$ cat config.mk
export PLATFORM = sky130hd
export DESIGN_NAME = cd_initiator_seq
export DESIGN_NICKNAME = d
export VERILOG_FILES = /design/src/rtl/cd_initiator_seq.sv
export SDC_FILE = /design/constraint.sdc
export NUM_CORES = 1
export LEC_CHECK = 0
export ABC_AREA = 1
export ABC_CLOCK_PERIOD_IN_PS = 3600
export CELL_PAD_IN_SITES_DETAIL_PLACEMENT = 1
export CELL_PAD_IN_SITES_GLOBAL_PLACEMENT = 1
export CORE_ASPECT_RATIO = 0.8
export CORE_MARGIN = 2
export CORE_UTILIZATION = 47
export DETAILED_ROUTE_END_ITERATION = 10
export GPL_ROUTABILITY_DRIVEN = 1
export PLACE_DENSITY_LB_ADDON = 0.1
export SETUP_SLACK_MARGIN = 0.4
export SLEW_MARGIN = 20
export SYNTH_ARGS = -nofsm -noshare
export SYNTH_HDL_FRONTEND = slang
export SYNTH_SLANG_ARGS = --single-unit
$ cat constraint.sdc
create_clock -name i_clk -period 3.6 [get_ports i_clk]
set_input_delay 0.54 -clock i_clk [delete_from_list [all_inputs] [get_ports i_clk]]
set_output_delay 0.54 -clock i_clk [all_outputs]
set_load 0.005 [all_outputs]
$ cat src/rtl/cd_initiator_seq.sv
// cd_initiator_seq: bus initiator sequencer. Selects the drive, sends the
// command bytes from a 12-entry buffer, streams data-in bytes out through a
// valid/ready port, captures the status and message bytes, and can pulse a
// bus reset on request.
// Build option: define CD_INITIATOR_SEL_TIMEOUT_EN to give up on selection
// after SEL_TIMEOUT cycles without BSY; otherwise selection waits forever.
module cd_initiator_seq #(
   parameter int SEL_TIMEOUT = 1000,
   parameter int RST_CYCLES  = 16
) (
   input  logic       i_clk,
   input  logic       i_rst_n,
   input  logic       i_wr,
   input  logic [3:0] i_wr_addr,
   input  logic [7:0] i_wr_data,
   input  logic [3:0] i_cmd_len,
   input  logic       i_start,
   input  logic       i_abort,
   input  logic       i_bsy,
   input  logic       i_req,
   input  logic       i_msg,
   input  logic       i_cd,
   input  logic       i_io,
   input  logic [7:0] i_db,
   output logic [7:0] o_db,
   output logic       o_sel,
   output logic       o_ack,
   output logic       o_rst,
   output logic       o_din_valid,
   output logic [7:0] o_din_data,
   input  logic       i_din_ready,
   output logic       o_busy,
   output logic       o_done,
   output logic [7:0] o_status,
   output logic [7:0] o_message,
   output logic       o_timeout
);

   // Both counters are one cycle short of their length, so zero is illegal.
   if (SEL_TIMEOUT < 1 || RST_CYCLES < 1) begin : gBadParam
      $error("cd_initiator_seq: SEL_TIMEOUT and RST_CYCLES must be at least 1");
   end

   typedef enum logic [2:0] {IDLE, SELECT, XFER, ACK_HOLD, DIN_WAIT, BUS_RESET} state_t;

   localparam int RCW = (RST_CYCLES > 1) ? $clog2(RST_CYCLES) : 1;
   localparam logic [RCW-1:0] RST_LAST = RCW'(RST_CYCLES - 1);

   state_t         state, stateNext;
   logic [7:0]     cmdBuf [0:11];
   logic [3:0]     cmdLen, cmdLenNext, byteIdx, byteIdxNext;
   logic [RCW-1:0] rstCnt, rstCntNext;
   logic [7:0]     dbNext, dinDataNext, statusNext, messageNext;
   logic           selNext, ackNext, rstNext, dinValidNext, busyNext, doneNext;
   logic           phValid, phCommand, phDataIn, phStatus, phMessage;

`ifdef CD_INITIATOR_SEL_TIMEOUT_EN
   localparam int STW = (SEL_TIMEOUT > 1) ? $clog2(SEL_TIMEOUT) : 1;
   localparam logic [STW-1:0] SEL_LAST = STW'(SEL_TIMEOUT - 1);
   logic [STW-1:0] selCnt, selCntNext;
   logic           timeoutReg, timeoutNext;
   assign o_timeout = timeoutReg;
`else
   assign o_timeout = 1'b0;
`endif

   // Phase lines are only meaningful while the drive holds BSY and REQ.
   assign phValid   = i_bsy & i_req;
   assign phCommand = phValid & ~i_msg &  i_cd & ~i_io;
   assign phDataIn  = phValid & ~i_msg & ~i_cd &  i_io;
   assign phStatus  = phValid & ~i_msg &  i_cd &  i_io;
   assign phMessage = phValid &  i_msg &  i_cd &  i_io;

   // Command buffer write port, open in every state; contents are not reset.
   always_ff @(posedge i_clk) begin
      if (i_wr && i_wr_addr < 4'd12) cmdBuf[i_wr_addr] <= i_wr_data;
   end

   // Next-state and next-output logic; every output is registered.
   always_comb begin
      stateNext    = state;
      cmdLenNext   = cmdLen;
      byteIdxNext  = byteIdx;
      rstCntNext   = rstCnt;
      dbNext       = o_db;
      selNext      = o_sel;
      ackNext      = o_ack;
      rstNext      = o_rst;
      dinValidNext = o_din_valid;
      dinDataNext  = o_din_data;
      busyNext     = o_busy;
      doneNext     = 1'b0;
      statusNext   = o_status;
      messageNext  = o_message;
`ifdef CD_INITIATOR_SEL_TIMEOUT_EN
      selCntNext   = selCnt;
      timeoutNext  = timeoutReg;
`endif
      if (i_abort) begin
         // Abort wins over everything, including a start in the same cycle.
         stateNext    = BUS_RESET;
         selNext      = 1'b0;
         ackNext      = 1'b0;
         dinValidNext = 1'b0;
         rstNext      = 1'b1;
         rstCntNext   = '0;
      end else begin
         case (state)
            IDLE: begin
               if (i_start && i_cmd_len != 4'd0 && i_cmd_len <= 4'd12) begin
                  stateNext   = SELECT;
                  cmdLenNext  = i_cmd_len;
                  byteIdxNext = 4'd0;
                  selNext     = 1'b1;
                  busyNext    = 1'b1;
`ifdef CD_INITIATOR_SEL_TIMEOUT_EN
                  selCntNext  = '0;
                  timeoutNext = 1'b0;
`endif
               end
            end
            SELECT: begin
               if (i_bsy) begin
                  selNext   = 1'b0;
                  stateNext = XFER;
`ifdef CD_INITIATOR_SEL_TIMEOUT_EN
               end else if (selCnt == SEL_LAST) begin
                  selNext     = 1'b0;
                  timeoutNext = 1'b1;
                  doneNext    = 1'b1;
                  busyNext    = 1'b0;
                  stateNext   = IDLE;
               end else begin
                  selCntNext = selCnt + 1'b1;
`endif
               end
            end
            XFER: begin
               if (!i_bsy) begin
                  // Drive released the bus: the sequence is over either way.
                  doneNext  = 1'b1;
                  busyNext  = 1'b0;
                  stateNext = IDLE;
               end else if (phCommand) begin
                  // Past the programmed length the drive gets zero padding.
                  if (byteIdx < cmdLen) begin
                     dbNext      = cmdBuf[byteIdx];
                     byteIdxNext = byteIdx + 4'd1;
                  end else begin
                     dbNext = 8'h00;
                  end
                  ackNext   = 1'b1;
                  stateNext = ACK_HOLD;
               end else if (phDataIn) begin
                  dinDataNext  = i_db;
                  dinValidNext = 1'b1;
                  stateNext    = DIN_WAIT;
               end else if (phStatus) begin
                  statusNext = i_db;
                  ackNext    = 1'b1;
                  stateNext  = ACK_HOLD;
               end else if (phMessage) begin
                  messageNext = i_db;
                  ackNext     = 1'b1;
                  stateNext   = ACK_HOLD;
               end
            end
            DIN_WAIT: begin
               if (i_din_ready) begin
                  dinValidNext = 1'b0;
                  ackNext      = 1'b1;
                  stateNext    = ACK_HOLD;
               end
            end
            ACK_HOLD: begin
               if (!i_req) begin
                  ackNext   = 1'b0;
                  stateNext = XFER;
               end
            end
            BUS_RESET: begin
               if (rstCnt == RST_LAST) begin
                  rstNext   = 1'b0;
                  busyNext  = 1'b0;
                  stateNext = IDLE;
               end else begin
                  rstCntNext = rstCnt + 1'b1;
               end
            end
            default: stateNext = IDLE;
         endcase
      end
   end

   // State and output registers, cleared asynchronously by reset.
   always_ff @(posedge i_clk or negedge i_rst_n) begin
      if (!i_rst_n) begin
         state       <= IDLE;
         cmdLen      <= 4'd0;
         byteIdx     <= 4'd0;
         rstCnt      <= '0;
         o_db        <= 8'h00;
         o_sel       <= 1'b0;
         o_ack       <= 1'b0;
         o_rst       <= 1'b0;
         o_din_valid <= 1'b0;
         o_din_data  <= 8'h00;
         o_busy      <= 1'b0;
         o_done      <= 1'b0;
         o_status    <= 8'h00;
         o_message   <= 8'h00;
`ifdef CD_INITIATOR_SEL_TIMEOUT_EN
         selCnt      <= '0;
         timeoutReg  <= 1'b0;
`endif
      end else begin
         state       <= stateNext;
         cmdLen      <= cmdLenNext;
         byteIdx     <= byteIdxNext;
         rstCnt      <= rstCntNext;
         o_db        <= dbNext;
         o_sel       <= selNext;
         o_ack       <= ackNext;
         o_rst       <= rstNext;
         o_din_valid <= dinValidNext;
         o_din_data  <= dinDataNext;
         o_busy      <= busyNext;
         o_done      <= doneNext;
         o_status    <= statusNext;
         o_message   <= messageNext;
`ifdef CD_INITIATOR_SEL_TIMEOUT_EN
         selCnt      <= selCntNext;
         timeoutReg  <= timeoutNext;
`endif
      end
   end

endmodule

==> results.py <==
metrics = {
    "sta": {
        "slew-limit-headroom": 0.3860,
        "finalSetupTns_ns": 0,
        "maxSlewViolCount": 0,
        "rsz0062_at_grt": "no",
        "hold_slack_ns": 0.1032,
        "final.min_clock_period_ns": 2.143,
        "achievable-frequency_mhz": 466.7,
        "worst_slack_ns": 1.457,
        "finalHoldViolations": 0,
        "finClkSkew_ns": 0.01177,
        "final_period_util": 0.5953,
        "setup_viol": 0,
        "timing_worst_slew_pin_value_ns": 0.9176,
    },
    "placement": {
        "placed_cell_area_sq_mm": 0.007390,
        "final_estimated_routing_congestion_in_global_placement": 0.8056,
        "post-place-ws_ns": 1.161,
        "dpl.cell_count": 867,
        "dpl.hpwl_um": 11410,
        "placement.io_buffers": 72,
    },
    "critical_path": {
        "critical_path.endpoint_type": "register",
        "cp_max_fo": 49,
        "timing.critical_path.required_ns": 3.90,
        "startpoint_type": "register",
        "worstPathArrival_ns": 2.45,
        "crit_type": "reg -> reg",
    },
    "detailed_routing": {
        "initialDrtViolationCount": 280,
        "post-route-drc-count": 0,
        "via_count": 4891,
        "post_drt_wl_per_cell_um": 18.90,
        "firstDrtPassIters": 4,
        "drt-vias-per-instance": 5.440,
        "drt.antenna.violating_nets": 0,
        "route.final.wire_length_um": 16990,
    },
    "power": {
        "peakVddDrop_uv": 345.3,
        "total_leakage_power_nw": 3.295,
        "power_mw": 4.547,
        "p_per_area_mw_per_mm2": 567.6,
    },
    "synthesis": {
        "syn-mean-instance-area_sq_um": 10.35,
        "synth_top_area_share": 0.4409,
        "synth-seq-cells": 149,
        "synth.area.top_cells": "sky130_fd_sc_hd__edfxtp_1 (44%), sky130_fd_sc_hd__dfrtp_1 (20%), sky130_fd_sc_hd__nand2_1 (10%)",
        "yosys_warnings": 0,
        "synth_area_leader_cell": "sky130_fd_sc_hd__edfxtp_1",
        "synth_nets": 672,
        "synth_cell_types": 31,
        "syn-instance-count": 632,
        "synth.yosys.seq_area_share": 0.6437,
        "syn-cell-area_sq_mm": 0.006539,
    },
    "global_routing": {
        "maximum_number_of_pins_on_one_net_before_global_route_repair": 50,
        "antenna_found_initial": 0,
        "globalRouteTotalUtil": 0.2456,
        "via_count_of_the_first_global_routing_pass": 5243,
        "gr-total-overflow": 0,
        "grt_first_pass_wirelength_um": 27280,
    },
    "clock_network": {
        "post-cts-setup-buffers": 0,
        "clock_sink_count": 149,
        "clockRootBuffer": "sky130_fd_sc_hd__clkbuf_16",
        "cts_resized": 0,
        "cts-root-to-sink-buffers": 2,
        "tritoncts": "yes",
        "worst_skew_pair.late_latency_ns": 0.43,
        "clock_tree.htree_level_count": 4,
        "clkSlewWorstSetupHoldPaths_ns": 0.06,
        "number_of_buffers_inserted_during_clock_tree_synthesis": 17,
        "hold_buffers": 0,
    },
    "cells_and_area": {
        "area_growth_pct": 22.50,
        "n_antenna_cell": 0,
        "instances_no_fill": 899,
        "finish.utilization": 0.5891,
        "mostFrequentLayoutCells": "sky130_fd_sc_hd__nand2_1 (175), sky130_fd_sc_hd__edfxtp_1 (96), sky130_fd_sc_hd__nand3_1 (94)",
        "final_layout_size_suffix_gt1_frac": 0.09736,
        "fillCellCount": 1498,
        "finish.instance_area_sq_mm": 0.008010,
        "design.final.nets": 746,
        "final_common_cell": "sky130_fd_sc_hd__nand2_1",
    },
    "hold_path": {
        "hold_path_class": "in -> async",
    },
    "outcome": {
        "run_status": "finished clean",
    },
    "floorplanning": {
        "core_area_sq_mm": 0.01360,
        "design.die.area_sq_mm": 0.01488,
        "rows": 38,
        "io_pins": 74,
        "die_height_um": 109.5,
        "floorplan.initialDensity": 0.4809,
        "die-width_um": 135.9,
    },
    "flow_run": {
        "drv_cap": 0,
    },
}
==> cells by family after synthesis <==
family / Yosys count / synth area share
flip-flops: 149 / 0.6437
buffers and inverters: 68 / 0.04765
AO/OA/AOI/OAI: 58 / 0.05090
other: 1 / 0.0005735
AND/OR/NAND/NOR: 347 / 0.2422
XOR/XNOR: 4 / 0.005359
adder cells (fa/ha/maj): 5 / 0.009568
==> layer usage <==
| metal | share of wire | routed length, um | global-route usage | vias to the layer above |
|---|---|---|---|---|
| met5 | 0 | 0 | 0 | - |
| met4 | 0.021 | 362 | 0.09152 | 0 |
| met3 | 0.051 | 866 | 0.05394 | 35 |
| met2 | 0.49 | 8352 | 0.4095 | 119 |
| met1 | 0.44 | 7412 | 0.3189 | 2454 |
| li1 | - | - | - | 2283 |
==> cells in the mapped netlist <==
library cell / n
sky130_fd_sc_hd__nand2_4: 1
sky130_fd_sc_hd__dfrtp_1: 53
sky130_fd_sc_hd__o211ai_1: 5
sky130_fd_sc_hd__clkbuf_1: 6
sky130_fd_sc_hd__inv_2: 5
sky130_fd_sc_hd__nand4_1: 2
sky130_fd_sc_hd__nand3b_1: 2
sky130_fd_sc_hd__buf_4: 4
sky130_fd_sc_hd__xor2_1: 2
sky130_fd_sc_hd__inv_1: 38
sky130_fd_sc_hd__conb_1: 1
sky130_fd_sc_hd__nand2_2: 7
sky130_fd_sc_hd__a21oi_1: 9
sky130_fd_sc_hd__nor2_8: 2
sky130_fd_sc_hd__nor2_1: 50
sky130_fd_sc_hd__o21ai_2: 8
sky130_fd_sc_hd__nor2_2: 2
sky130_fd_sc_hd__buf_2: 9
sky130_fd_sc_hd__nor2_4: 3
sky130_fd_sc_hd__nand3_1: 94
sky130_fd_sc_hd__o21ai_1: 3
sky130_fd_sc_hd__nor3_1: 4
sky130_fd_sc_hd__buf_6: 4
sky130_fd_sc_hd__buf_1: 2
sky130_fd_sc_hd__nand3_2: 1
sky130_fd_sc_hd__nand3_4: 4
sky130_fd_sc_hd__nand2_1: 175
sky130_fd_sc_hd__o21ai_0: 33
sky130_fd_sc_hd__ha_1: 5
sky130_fd_sc_hd__xnor2_1: 2
sky130_fd_sc_hd__edfxtp_1: 96
==> sequential cells by signal (all words and copies together) (netlist names) <==
name / count
cmdBuf: 96
o_db: 8
o_din_data: 8
o_message: 8
o_status: 8
byteIdx: 4
cmdLen: 4
rstCnt: 4
state: 3
o_ack: 1
o_busy: 1
o_din_valid: 1
o_done: 1
o_rst: 1
o_sel: 1
==> final cells by class <==
cell class	instances	area [sq um]	area share
clock buffers	23	467.9	0.05842
multi-input cells	415	2018	0.2520
inverters	43	161.4	0.02015
flip-flops and latches	149	4209	0.5255
well taps	180	225.2	0.02812
clock inverters	9	150.1	0.01874
repair buffers	80	778.2	0.09716
==> critical path, cell delays in order, from the launching register on <==
cell	delay [ns]
sky130_fd_sc_hd__dfrtp_1	0.44
sky130_fd_sc_hd__inv_2	0.66
sky130_fd_sc_hd__nand2_1	0.11
sky130_fd_sc_hd__nand2_1	0.10
sky130_fd_sc_hd__nand2_1	0.06
sky130_fd_sc_hd__nand2_1	0.09
sky130_fd_sc_hd__nand3_1	0.07
sky130_fd_sc_hd__nand2_1	0.18
sky130_fd_sc_hd__nand2_2	0.12
sky130_fd_sc_hd__nand2_1	0.11
sky130_fd_sc_hd__nand2_1	0.08
==> final timing paths <==
| kind | slack [ns] | depth (start not counted) | start | to |
|---|---|---|---|---|
| min reg2reg | 0.47 | 2 | o_busy | o_busy |
| max | 1.46 | 10 | byteIdx[0] | byteIdx[2] |
| min | 0.10 | 1 | i_rst_n | cmdLen[2] |
| min in group i_clk | 0.47 | 2 | o_busy | o_busy |
| max in group asynchronous | 2.92 | 2 | i_rst_n | o_db[7] |
| max reg2reg | 1.46 | 10 | byteIdx[0] | byteIdx[2] |
==> report_power, final <==
group	switching, mW	internal (mW)	leakage [nW]	total, mW
combinational	0.438	0.244	1.41	0.682
sequential	0.0637	1.93	1.58	1.99
clock	0.679	1.20	0.306	1.87
total	1.18	3.37	3.29	4.55
(Power assumes the default switching activity.)
